$ cat src/rtl/lut_ff_mux_bist_pkg.sv
// rtl/lut_ff_mux_bist_pkg.sv - shared types, constants and LFSR step for the lut_ff_mux BIST
package lut_ff_mux_bist_pkg;

   typedef enum logic [1:0] {
      ST_IDLE  = 2'd0,
      ST_APPLY = 2'd1,
      ST_HOLD  = 2'd2,
      ST_DONE  = 2'd3
   } bist_state_e;

   localparam int          DIRECTED_VECS = 5;
   // Taps 16,14,13,11 counted from 1 map to bits 15,13,12,10
   localparam logic [15:0] LFSR_TAPS     = 16'hB400;
   localparam logic [15:0] DEFAULT_SEED  = 16'hACE1;

   typedef struct packed {
      logic       rst;
      logic [3:0] data;
      logic       sel;
   } stim_vec_t;

   function automatic logic [15:0] lfsr_step(input logic [15:0] s, input logic din);
      return {s[14:0], (^(s & LFSR_TAPS)) ^ din};
   endfunction

   function automatic stim_vec_t directed_vec(input logic [2:0] idx);
      stim_vec_t v;
      v = '{rst: 1'b0, data: 4'b0000, sel: 1'b0};
      case (idx)
         3'd0: v = '{rst: 1'b1, data: 4'b0000, sel: 1'b0};
         3'd1: v = '{rst: 1'b0, data: 4'b0100, sel: 1'b0};
         3'd2: v = '{rst: 1'b0, data: 4'b0100, sel: 1'b1};
         3'd3: v = '{rst: 1'b0, data: 4'b0001, sel: 1'b0};
         3'd4: v = '{rst: 1'b0, data: 4'b0001, sel: 1'b1};
         default: v = '{rst: 1'b0, data: 4'b0000, sel: 1'b0};
      endcase
      return v;
   endfunction

endpackage

$ cat src/rtl/bist_lfsr16.sv
// rtl/bist_lfsr16.sv - 16-bit Fibonacci LFSR/MISR with load, advance and serial fold-in
module bist_lfsr16
   import lut_ff_mux_bist_pkg::*;
#(
   parameter logic [15:0] SEED  = DEFAULT_SEED,
   parameter int          OUT_W = 16
) (
   input  logic             clk,
   input  logic             rst,
   input  logic             load,
   input  logic             advance,
   input  logic             din,
   output logic [OUT_W-1:0] value
);

   logic [15:0] state;

   always_ff @(posedge clk) begin
      if (rst || load) begin
         state <= SEED;
      end else if (advance) begin
         state <= lfsr_step(state, din);
      end
   end

   assign value = state[OUT_W-1:0];

endmodule

$ cat src/rtl/lut_ff_mux_bist.sv
// rtl/lut_ff_mux_bist.sv - BIST sequencer comparing golden and post-route lut_ff_mux copies
// Defining BIST_MISR_EN adds a 16-bit MISR signature of q_golden.
module lut_ff_mux_bist
   import lut_ff_mux_bist_pkg::*;
#(
   parameter int          NUM_RANDOM = 100,
   parameter logic [15:0] LFSR_SEED  = DEFAULT_SEED
) (
   input  logic        clk,
   input  logic        rst,
   input  logic        start,
   output logic [3:0]  stim_in,
   output logic        stim_rst,
   output logic        stim_mux_sel,
   input  logic        q_golden,
   input  logic        q_dut,
   output logic        busy,
   output logic        done,
   output logic        pass,
   output logic [7:0]  mismatch_cnt,
`ifdef BIST_MISR_EN
   output logic [15:0] signature,
`endif
   output logic [7:0]  vec_idx
);

   // An all-zero seed would lock the LFSR up
   localparam logic [15:0] SEED_EFF = (LFSR_SEED == 16'h0000) ? 16'h0001 : LFSR_SEED;
   localparam logic [8:0]  LAST_IDX = 9'(DIRECTED_VECS + NUM_RANDOM - 1);

   bist_state_e state;
   logic [8:0]  vec_cnt;
   logic [8:0]  next_idx;
   logic [7:0]  mis_cnt;
   logic [3:0]  dir_in;
   logic        dir_sel;
   logic        accept;
   logic        compare;
   logic        last_vec;
   logic        random_phase;
   logic        lfsr_adv;
   logic [2:0]  dv_idx;
   stim_vec_t   dv;
   logic [4:0]  lfsr_bits;

   assign accept       = start && (state == ST_IDLE || state == ST_DONE);
   assign compare      = (state == ST_HOLD);
   assign last_vec     = (vec_cnt == LAST_IDX);
   assign next_idx     = vec_cnt + 9'd1;
   assign random_phase = (vec_cnt >= 9'(DIRECTED_VECS));
   // Advance on the edge that moves onto a random vector so it sees the fresh value
   assign lfsr_adv     = compare && !last_vec && (next_idx >= 9'(DIRECTED_VECS));
   assign dv_idx       = accept ? 3'd0 : next_idx[2:0];
   assign dv           = directed_vec(dv_idx);

   bist_lfsr16 #(
      .SEED  (SEED_EFF),
      .OUT_W (5)
   ) u_lfsr (
      .clk     (clk),
      .rst     (rst),
      .load    (accept),
      .advance (lfsr_adv),
      .din     (1'b0),
      .value   (lfsr_bits)
   );

   always_ff @(posedge clk) begin
      if (rst) begin
         state    <= ST_IDLE;
         vec_cnt  <= 9'd0;
         mis_cnt  <= 8'd0;
         dir_in   <= 4'd0;
         dir_sel  <= 1'b0;
         stim_rst <= 1'b1;
      end else begin
         case (state)
            ST_IDLE, ST_DONE: begin
               if (start) begin
                  state    <= ST_APPLY;
                  vec_cnt  <= 9'd0;
                  mis_cnt  <= 8'd0;
                  dir_in   <= dv.data;
                  dir_sel  <= dv.sel;
                  stim_rst <= dv.rst;
               end
            end
            ST_APPLY: state <= ST_HOLD;
            ST_HOLD: begin
               if ((q_golden != q_dut) && (mis_cnt != 8'hFF)) begin
                  mis_cnt <= mis_cnt + 8'd1;
               end
               if (last_vec) begin
                  state <= ST_DONE;
               end else begin
                  state    <= ST_APPLY;
                  vec_cnt  <= next_idx;
                  stim_rst <= 1'b0;
                  if (next_idx < 9'(DIRECTED_VECS)) begin
                     dir_in  <= dv.data;
                     dir_sel <= dv.sel;
                  end
               end
            end
            default: state <= ST_IDLE;
         endcase
      end
   end

   assign stim_in      = random_phase ? lfsr_bits[3:0] : dir_in;
   assign stim_mux_sel = random_phase ? lfsr_bits[4]   : dir_sel;
   assign busy         = (state == ST_APPLY) || (state == ST_HOLD);
   assign done         = (state == ST_DONE);
   assign pass         = done && (mis_cnt == 8'd0);
   assign mismatch_cnt = mis_cnt;
   assign vec_idx      = vec_cnt[7:0];

`ifdef BIST_MISR_EN
   bist_lfsr16 #(
      .SEED  (16'h0000),
      .OUT_W (16)
   ) u_misr (
      .clk     (clk),
      .rst     (rst),
      .load    (accept),
      .advance (compare),
      .din     (q_golden),
      .value   (signature)
   );
`endif

endmodule

$ cat config.mk
export PLATFORM = sky130hd
export DESIGN_NAME = lut_ff_mux_bist
export DESIGN_NICKNAME = d
export VERILOG_FILES = /design/src/rtl/lut_ff_mux_bist_pkg.sv /design/src/rtl/bist_lfsr16.sv /design/src/rtl/lut_ff_mux_bist.sv
export SDC_FILE = /design/constraint.sdc
export NUM_CORES = 1
export LEC_CHECK = 0
export ABC_AREA = 1
export CAP_MARGIN = 20
export CELL_PAD_IN_SITES_DETAIL_PLACEMENT = 2
export CELL_PAD_IN_SITES_GLOBAL_PLACEMENT = 2
export CORE_MARGIN = 3
export CORE_UTILIZATION = 32
export DETAILED_ROUTE_END_ITERATION = 10
export HOLD_SLACK_MARGIN = 0.03
export PLACE_DENSITY = 0.84
export SETUP_SLACK_MARGIN = 0.05
export SLEW_MARGIN = 20
export SYNTH_ARGS = -nofsm -noshare
export SYNTH_HDL_FRONTEND = slang
export SYNTH_SLANG_ARGS = --single-unit
$ cat constraint.sdc
create_clock -name clk -period 6 [get_ports clk]
set_clock_uncertainty 0.2 [all_clocks]
set_input_delay 1.2 -clock clk [delete_from_list [all_inputs] [get_ports clk]]
set_output_delay 1.2 -clock clk [all_outputs]
set_load 0.05 [all_outputs]
Word level (Yosys, flattened, before mapping)

Cells that the tools add are included.

Register bits: 41
Logic and storage cells: 68
Output and inout port bits: 25

Eq/ne operators: 14
$lt $le $gt $ge: 3
Add/sub/neg operators: 2
Muxes and demuxes: 24
Reductions and logical operators: 18

Operators with widths:

| operator                                                                      | number |
|---|---|
| 6-bit one-hot mux with 5 select lines                                         | 1 |
| 9-bit by 3-bit >= comparator with 1-bit output (second input constant)        | 2 |
| 9-bit 2-to-1 mux                                                              | 2 |
| 9-bit one-hot mux with 2 select lines                                         | 1 |
| 4-bit 2-to-1 mux                                                              | 4 |
| 8-bit 2-to-1 mux                                                              | 2 |
| 8-bit one-hot mux with 2 select lines                                         | 1 |
| 16-bit parity                                                                 | 1 |
| 9-bit by 1-bit adder with 9-bit output (second input constant)                | 1 |
| 9-bit by 7-bit == test with 1-bit output (second input constant)              | 1 |
| 9-bit by 3-bit less-than comparator with 1-bit output (second input constant) | 1 |
| 8-bit by 1-bit adder with 8-bit output (second input constant)                | 1 |
| 8-bit logical NOT                                                             | 1 |
| 8-bit inequality test (second input constant)                                 | 1 |
| 4-bit one-hot mux with 2 select lines                                         | 1 |
| 3-bit by 2-bit == test with 1-bit output (second input constant)              | 2 |
| 1-bit 2-to-1 mux                                                              | 6 |
| 2-bit one-hot mux with 3 select lines                                         | 1 |
| 3-bit AND reduction                                                           | 2 |
| 1-bit logical AND                                                             | 5 |
| 2-bit == test (second input constant)                                         | 2 |
| 2-bit 2-to-1 mux                                                              | 2 |
| 2-bit by 1-bit inequality test with 1-bit output (second input constant)      | 2 |
| 2-bit inequality test (second input constant)                                 | 2 |
| 13 further kinds                                                              | 16 |

Logic depth before layout (Yosys ltp)

Gate-level depths: netlist of run 1.

Word-level depth: 9
Depth in mapped cells: 13
Mapped depth without buffers: 13

Cells and area by module

Synthesis of run 1 repeated with hierarchy kept, for this count alone.

Cells, all modules: 337
Area total of the unflattened synthesis: 2,289.7 sq um

By module, submodules not included:

| module          | sequential area each (sq um) | area an instance (sq um) | cells each | times used |
|---|---|---|---|---|
| lut_ff_mux_bist | 460.4                        | 1,580.3                  | 249        | 1 |
| bist_lfsr16     | 320.3                        | 709.4                    | 88         | 1 |

Worst setup path after synthesis of run 1

Ideal clock, no wire load.

Path type: register to output
Start: register state[1]
End: output pass
Path buffers: 0
Arrival time: 2,150 ps
Path slack: 2,450 ps
Stages on the path, launching flop included: 4
Data required time: 4,600 ps
Path through: dfxtp_1 > ha_1 > nand4_1 > nor3b_1

Word-level cells in the longest chain between the ends: 2

Ends and longest elaborated chain:

| item                   | RTL line               | source |
|---|---|---|
| start, declared        | lut_ff_mux_bist.sv:31  | `bist_state_e state;` |
| start signal, assigned | lut_ff_mux_bist.sv:70  | `state <= ST_IDLE;` |
| start signal, assigned | lut_ff_mux_bist.sv:80  | `state <= ST_APPLY;` |
| start signal, assigned | lut_ff_mux_bist.sv:88  | `ST_APPLY: state <= ST_HOLD;` |
| 2-bit == test          | lut_ff_mux_bist.sv:113 | `assign done = (state == ST_DONE);` |
| via done               | lut_ff_mux_bist.sv:18  | `output logic done,` |
| 1-bit logical AND      | lut_ff_mux_bist.sv:114 | `assign pass = done && (mis_cnt == 8'd0);` |
| end, declared          | lut_ff_mux_bist.sv:19  | `output logic pass,` |

The timed path passes the listed nets, and every way through them passes these cells.

Final worst setup path of run 1

Start: register vec_cnt[1]
End: output stim_mux_sel

Word-level cells in the longest chain between the ends: 2

Ends and longest elaborated chain:

| item                                           | RTL line               | source |
|---|---|---|
| start, declared                                | lut_ff_mux_bist.sv:32  | `logic [8:0] vec_cnt;` |
| start signal, assigned                         | lut_ff_mux_bist.sv:97  | `vec_cnt <= next_idx;` |
| 9-bit by 3-bit >= comparator with 1-bit output | lut_ff_mux_bist.sv:50  | `assign random_phase = (vec_cnt >= 9'(DIRECTED_VECS));` |
| 1-bit 2-to-1 mux                               | lut_ff_mux_bist.sv:111 | `assign stim_mux_sel = random_phase ? lfsr_bits[4] : dir_sel;` |
| end, declared                                  | lut_ff_mux_bist.sv:14  | `output logic stim_mux_sel,` |

No other way between the ends.

==> flow_metrics.py, run 1 <==
metrics = {
    "yosys": {
        "synth-xor-area-share_pct": 2.70,
        "postSynthAreaPerCell_sq_um": 6.75,
        "synth_edf_count": 0,
        "ys_warn_count": 0,
        "yosysMostFrequentCell": "nand2_1",
        "synth_ff_type": "dfxtp_1",
        "synthAdderAreaFrac_pct": 4.41,
        "yosys-top-cells-count": "nand2_1, dfxtp_1, nand3_1, nor2_1, inv_1",
        "synth_simple_gate_area_share_pct": 37.4,
        "synth.area.top_cells": "dfxtp_1, nand2_1, nand3_1",
        "async_reset_ff_share_pct": 0,
        "synth_top_area_share_pct": 34.4,
        "synth_compound_area_share_pct": 9.27,
        "syn_inst": 336,
        "ys_ff_latch": 39,
        "netlist-cell-type-count": 27,
        "muxShareOfSynthArea_pct": 0,
        "yosysTopAreaCell": "dfxtp_1",
        "synth_seq_area_share_pct": 34.4,
        "synth_area_sq_mm": 0.00227,
        "syn-num-nets": 349,
        "synth_top_family_by_area": "simple AND/OR/NAND/NOR gates",
    },
    "sta": {
        "relSlewSlack_pct": 31.2,
        "max_freq_ghz": 0.243,
        "fin_crit_sh_pct": 68.6,
        "finalSetupTns_ns": 0,
        "worst_pin_slew_ns": 1.03,
        "setup_ws_ns": 1.89,
        "setup_violations": 0,
        "slew_violations": 0,
        "rsz0062_at_grt": "no",
        "finalCriticalPeriod_ns": 4.11,
        "finalHoldViolCount": 0,
    },
    "pwr": {
        "p_per_area_mw_per_mm2": 266,
        "leakagePower_nw": 1.10,
        "ir_worst_vdd_mv": 0.0993,
    },
    "place": {
        "pre_cts_ws_ns": 2.31,
        "gp_congestion": 0.816,
        "hpwl_um": 4970,
        "port-buffer-count": 29,
        "place_area_sq_mm": 0.00256,
        "dp_cells": 443,
    },
    "floorplan": {
        "fp.dieArea_sq_mm": 0.00814,
        "io_pins": 30,
        "coreArea_sq_mm": 0.00683,
        "initial_utilization_pct": 33.2,
        "rows": 30,
        "dieHeight_um": 90.2,
        "die_x_um": 90.2,
    },
    "drt": {
        "remaining_drc_errors": 0,
        "vias_per_cell": 4.85,
        "wl_um": 6800,
        "wire_per_inst_um": 15.1,
        "dr.pass1.iters": 4,
        "drtAntennaViolNets": 0,
        "drt-initial-drc-count": 55,
        "vias": 2186,
    },
    "clocking": {
        "ctsHoldBuffers": 0,
        "htreeDepth": 2,
        "cts_resized": 0,
        "clock_latency_ns": 0.30,
        "root_buffer": "clkbuf_8",
        "numCtsBuffers": 5,
        "cts_sinks": 39,
        "cts_setup_buffers": 0,
        "cts_tree": "built",
        "cts_buffer_depth": 2,
        "cts.clk_slew.worst_paths_ns": 0.08,
    },
    "global_route": {
        "grt-ovfl-total": 0,
        "grt_util_all_layers_pct": 17.5,
        "grt_pass1_wl_um": 11500,
        "antenna_found_initial": 0,
        "grt_pass1_vias": 2343,
        "grt_max_degree": 24,
    },
    "outcome": {
        "status": "completed",
    },
    "critical_path": {
        "reg2reg_from": "vec_cnt[0]",
        "timing.rr.end": "u_lfsr.state[1]",
        "crit_required_ns": 4.60,
        "r2r_setup_slack_ns": 3.37,
        "reg2regPathDepth": 12,
        "crit_fanout": 7,
        "critPathKind": "register to output pin",
        "cp-end-kind": "output pin",
        "cp.arrival_ns": 2.71,
        "setup.worst_path.start_class": "register",
    },
    "layout": {
        "fin_cells": 451,
        "diodes": 0,
        "layout-drive-gt1-share_pct": 6.76,
        "fin_util_pct": 38.8,
        "stdcell_area_sq_mm": 0.00265,
        "area_growth_pct": 16.8,
        "seq_area_sq_um": 781,
        "n_fill_cell": 844,
        "multi_input_area_sq_mm": 0.00122,
        "nets": 367,
    },
    "hold_path": {
        "whs_path_depth": 2,
        "hold_path_class": "register to register",
        "holdPathEnd": "stim_rst",
        "min-delay-start": "stim_rst",
    },
    "flow_run": {
        "cap_violations": 0,
    },
}
==> cells in the final DEF, fill, tap and decap left out <==
cell | netlist | layout
clkinvlp_4 | 0 | 2
inv_1 | 35 | 35
nand4_4 | 1 | 1
inv_2 | 3 | 3
clkbuf_8 | 0 | 5
nand3b_1 | 3 | 3
nor3_1 | 5 | 5
a21oi_1 | 23 | 23
clkdlybuf4s50_1 | 0 | 29
nand4_1 | 7 | 7
buf_4 | 9 | 1
clkinv_2 | 0 | 1
nor3b_1 | 2 | 2
a211oi_1 | 3 | 3
nand2_4 | 1 | 1
nor2_4 | 3 | 3
o21ai_1 | 1 | 1
xor2_1 | 5 | 5
nand2_1 | 82 | 82
xnor2_1 | 2 | 2
o21ai_0 | 12 | 12
nand2_2 | 3 | 3
nand3_1 | 37 | 37
nor2_2 | 4 | 4
ha_1 | 8 | 8
dfxtp_1 | 39 | 39
o21bai_1 | 1 | 1
nor2_1 | 37 | 37
==> logic make-up (layout without fill, tap and decap cells) <==
group	count (synthesis)	count (layout)
and+or+nand+nor	185	185
buffers and inverters	57	76
AOI/OAI and AO/OA	40	40
DFF	39	39
adders and majority gates	8	8
xor gates and xnor gates	7	7
==> registers in the layout, summed over array words and instances (netlist names) <==
name / flops
dir_in: 2
mismatch_cnt: 8
u_lfsr.state: 16
dir_sel: 1
state: 2
stim_rst: 1
vec_cnt: 9
==> where the power goes <==
group          leakage [nW]  internal [mW]  total (mW)  switching, mW
combinational         0.738         0.0650       0.229          0.164
sequential            0.317          0.273       0.289         0.0155
clock                0.0402         0.0811       0.188          0.107
total                  1.10          0.419       0.705          0.286
==> per-layer routing <==
| metal | GRT usage, % | part of all wire, % | vias up |
|---|---|---|---|
| met3 | 3.10 | 2.2 | 7 |
| li1 | - | - | 1101 |
| met2 | 29.2 | 47 | 31 |
| met4 | 4.97 | 1.3 | 0 |
| met5 | 0 | 0 | - |
| met1 | 23.1 | 49 | 1047 |
==> metrics by stage <==
| stage | power (mW) | hold slack (ns) |
|---|---|---|
| after floorplan | 0.466 | 0.220 |
| after global placement | 0.515 | 0.237 |
| after detailed placement | 0.522 | 0.251 |
| after CTS | 0.718 | 0.271 |
| after global routing | 0.752 | 0.299 |
| final | 0.705 | 0.264 |
==> critical path, cell delays in order (launching register included) <==
cell             delay (ns)
dfxtp_1                0.46
inv_1                  0.12
ha_1                   0.20
o21ai_0                0.30
nand2_1                0.24
o21ai_0                0.26
clkdlybuf4s50_1        0.84
==> cell type report <==
type | instances | share of cell area, %
multi-input cells | 240 | 46.0
flip-flops and latches | 39 | 29.5
repair buffers | 30 | 11.2
inverters | 38 | 5.38
well taps | 96 | 4.53
clock buffers | 5 | 2.60
clock inverters | 3 | 0.755
==> worst max-delay path by stage <==
stage               start           end  depth (start not counted)
2_1_floorplan    state[1]          pass                          3
3_3_place_gp   vec_cnt[1]  stim_mux_sel                          6
3_5_place_dp   vec_cnt[1]  stim_mux_sel                          6
4_1_cts        vec_cnt[1]  stim_mux_sel                          6
5_1_grt        vec_cnt[1]  stim_mux_sel                          6
6_report       vec_cnt[1]  stim_mux_sel                          6
Power figures use the tool's default switching activity.
==> run 2: changes to the inputs <==
Settings changed: CORE_UTILIZATION 32 to 30, PLACE_DENSITY 0.84 to 0.8.
Clock period 6 ns to 3.82 ns, I/O delays scaled along.
==> flow_metrics.py, run 2 (synthesis results as in run 1) <==
metrics = {
    "flow_run": {
        "cap_violations": 0,
    },
    "hold_path": {
        "holdPathEnd": "stim_rst",
        "min-delay-start": "stim_rst",
        "hold_path_class": "register to register",
        "whs_path_depth": 2,
    },
    "place": {
        "pre_cts_ws_ns": 0.657,
        "gp_congestion": 0.764,
        "dp_cells": 447,
        "hpwl_um": 5050,
        "port-buffer-count": 29,
        "place_area_sq_mm": 0.00257,
    },
    "critical_path": {
        "crit_required_ns": 2.86,
        "crit_fanout": 7,
        "crit_chain": "inv_1 -> ha_1 -> o21ai_0 -> nand2_1 -> o21ai_0 -> clkdlybuf4s50_1",
        "timing.critical_path.mode_cell": "o21ai_0",
        "cp-end-kind": "output pin",
        "setup.worst_path.start_class": "register",
        "r2r_setup_slack_ns": 1.12,
        "crit_buf_inv": 2,
        "critPathTopFamily": "buffers and inverters",
        "slowest_delay_ns": 0.84,
        "timing.rr.end": "u_lfsr.state[1]",
        "reg2reg_from": "vec_cnt[0]",
        "cp.depth": 6,
        "critPathKind": "register to output pin",
        "reg2regPathDepth": 10,
        "cp.arrival_ns": 2.48,
        "crit_slowest_cell": "clkdlybuf4s50_1",
    },
    "sta": {
        "fin_crit_sh_pct": 90.2,
        "relSlewSlack_pct": 43.4,
        "finalCriticalPeriod_ns": 3.45,
        "slew_violations": 0,
        "max_freq_ghz": 0.290,
        "finalHoldViolCount": 0,
        "rsz0062_at_grt": "no",
        "hold_ws_ns": 0.259,
        "setup_ws_ns": 0.374,
        "worst_pin_slew_ns": 0.846,
        "setup_violations": 0,
        "finalSetupTns_ns": 0,
    },
    "pwr": {
        "ir_worst_vdd_mv": 0.158,
        "leakagePower_nw": 1.12,
        "total_power_mw": 1.17,
        "p_per_area_mw_per_mm2": 436,
    },
    "global_route": {
        "antenna_found_initial": 0,
        "grt_util_all_layers_pct": 16.8,
        "grt-ovfl-total": 0,
        "grt_max_degree": 20,
        "grt_pass1_vias": 2418,
        "grt_pass1_wl_um": 11600,
    },
    "layout": {
        "area_growth_pct": 18.4,
        "diodes": 0,
        "final_cell_mix": "nand2_1, dfxtp_1, nor2_1, nand3_1, inv_1",
        "fin_cells": 455,
        "stdcell_area_sq_mm": 0.00269,
        "mostFrequentLayoutCell": "nand2_1",
        "fin_util_pct": 36.8,
        "layout-drive-gt1-share_pct": 7.02,
        "nets": 368,
        "top_register": "u_lfsr.state",
        "largest_reg_flops": 16,
    },
    "floorplan": {
        "initial_utilization_pct": 31.1,
        "coreArea_sq_mm": 0.00729,
        "die_x_um": 93.0,
        "dieHeight_um": 93.0,
        "io_pins": 30,
        "fp.dieArea_sq_mm": 0.00864,
        "rows": 31,
    },
    "drt": {
        "wire_per_inst_um": 14.8,
        "drt-initial-drc-count": 77,
        "vias_per_cell": 4.89,
        "dr.pass1.iters": 4,
        "drtAntennaViolNets": 0,
        "wl_um": 6730,
        "vias": 2225,
        "remaining_drc_errors": 0,
    },
    "clocking": {
        "numCtsBuffers": 5,
        "cts_tree": "built",
        "cts_buffer_depth": 2,
        "ctsHoldBuffers": 0,
        "root_buffer": "clkbuf_8",
        "cts_sinks": 39,
        "cts_setup_buffers": 0,
        "clock_latency_ns": 0.30,
        "cts_resized": 0,
        "htreeDepth": 2,
        "cts.clk_slew.worst_paths_ns": 0.08,
    },
    "outcome": {
        "status": "completed",
    },
}
-- run 2: cell types whose count changed in the layout (fill, tap and decap cells not counted), sizes merged --
| cell | before | now |
|---|---|---|
| bufinv | 0 | 1 |
| buf | 1 | 2 |
| clkinv | 1 | 2 |
| clkinvlp | 2 | 0 |
-- run 2: metal layers --
| metal | share of wire [%] | track usage, % | vias up |
|---|---|---|---|
| met5 | 0 | 0 | - |
| met4 | 1.1 | 4.40 | 0 |
| met3 | 2.4 | 2.52 | 7 |
| met2 | 49 | 29.3 | 31 |
| met1 | 48 | 21.5 | 1083 |
| li1 | - | - | 1104 |
-- run 2: worst max path at each step --
stage               startpoint           end  slack, ns
CTS                 vec_cnt[1]  stim_mux_sel       0.32
detailed placement  vec_cnt[1]  stim_mux_sel       0.66
global placement    vec_cnt[1]  stim_mux_sel       0.78
finish              vec_cnt[1]  stim_mux_sel       0.37
global route        vec_cnt[1]  stim_mux_sel       0.20
floorplan             state[1]          pass       0.71
-- run 2: area by class of cell --
type	instances	area (sq um)
multi-input combinational	240	1220
clock buffer	5	68.8
fill	928	4610
tap	99	124
inverter	38	143
sequential	39	781
clock inverter	3	43.8
timing repair buffer	31	305
-- run 2: power breakdown --
part	switching (mW)	internal (mW)
logic	0.255	0.103
clock network	0.165	0.195
registers	0.0234	0.429
total	0.444	0.727
-- run 2: worst reg2reg max path, cell delays in order, from the launching register on --
cell     delay (ns)
dfxtp_1        0.53
inv_2          0.15
ha_1           0.26
nand2_1        0.08
nor3_1         0.08
nor2_1         0.66
buf_4          0.32
nand2_4        0.14
nand2_1        0.10
nand2_1        0.05
nor2_1         0.09
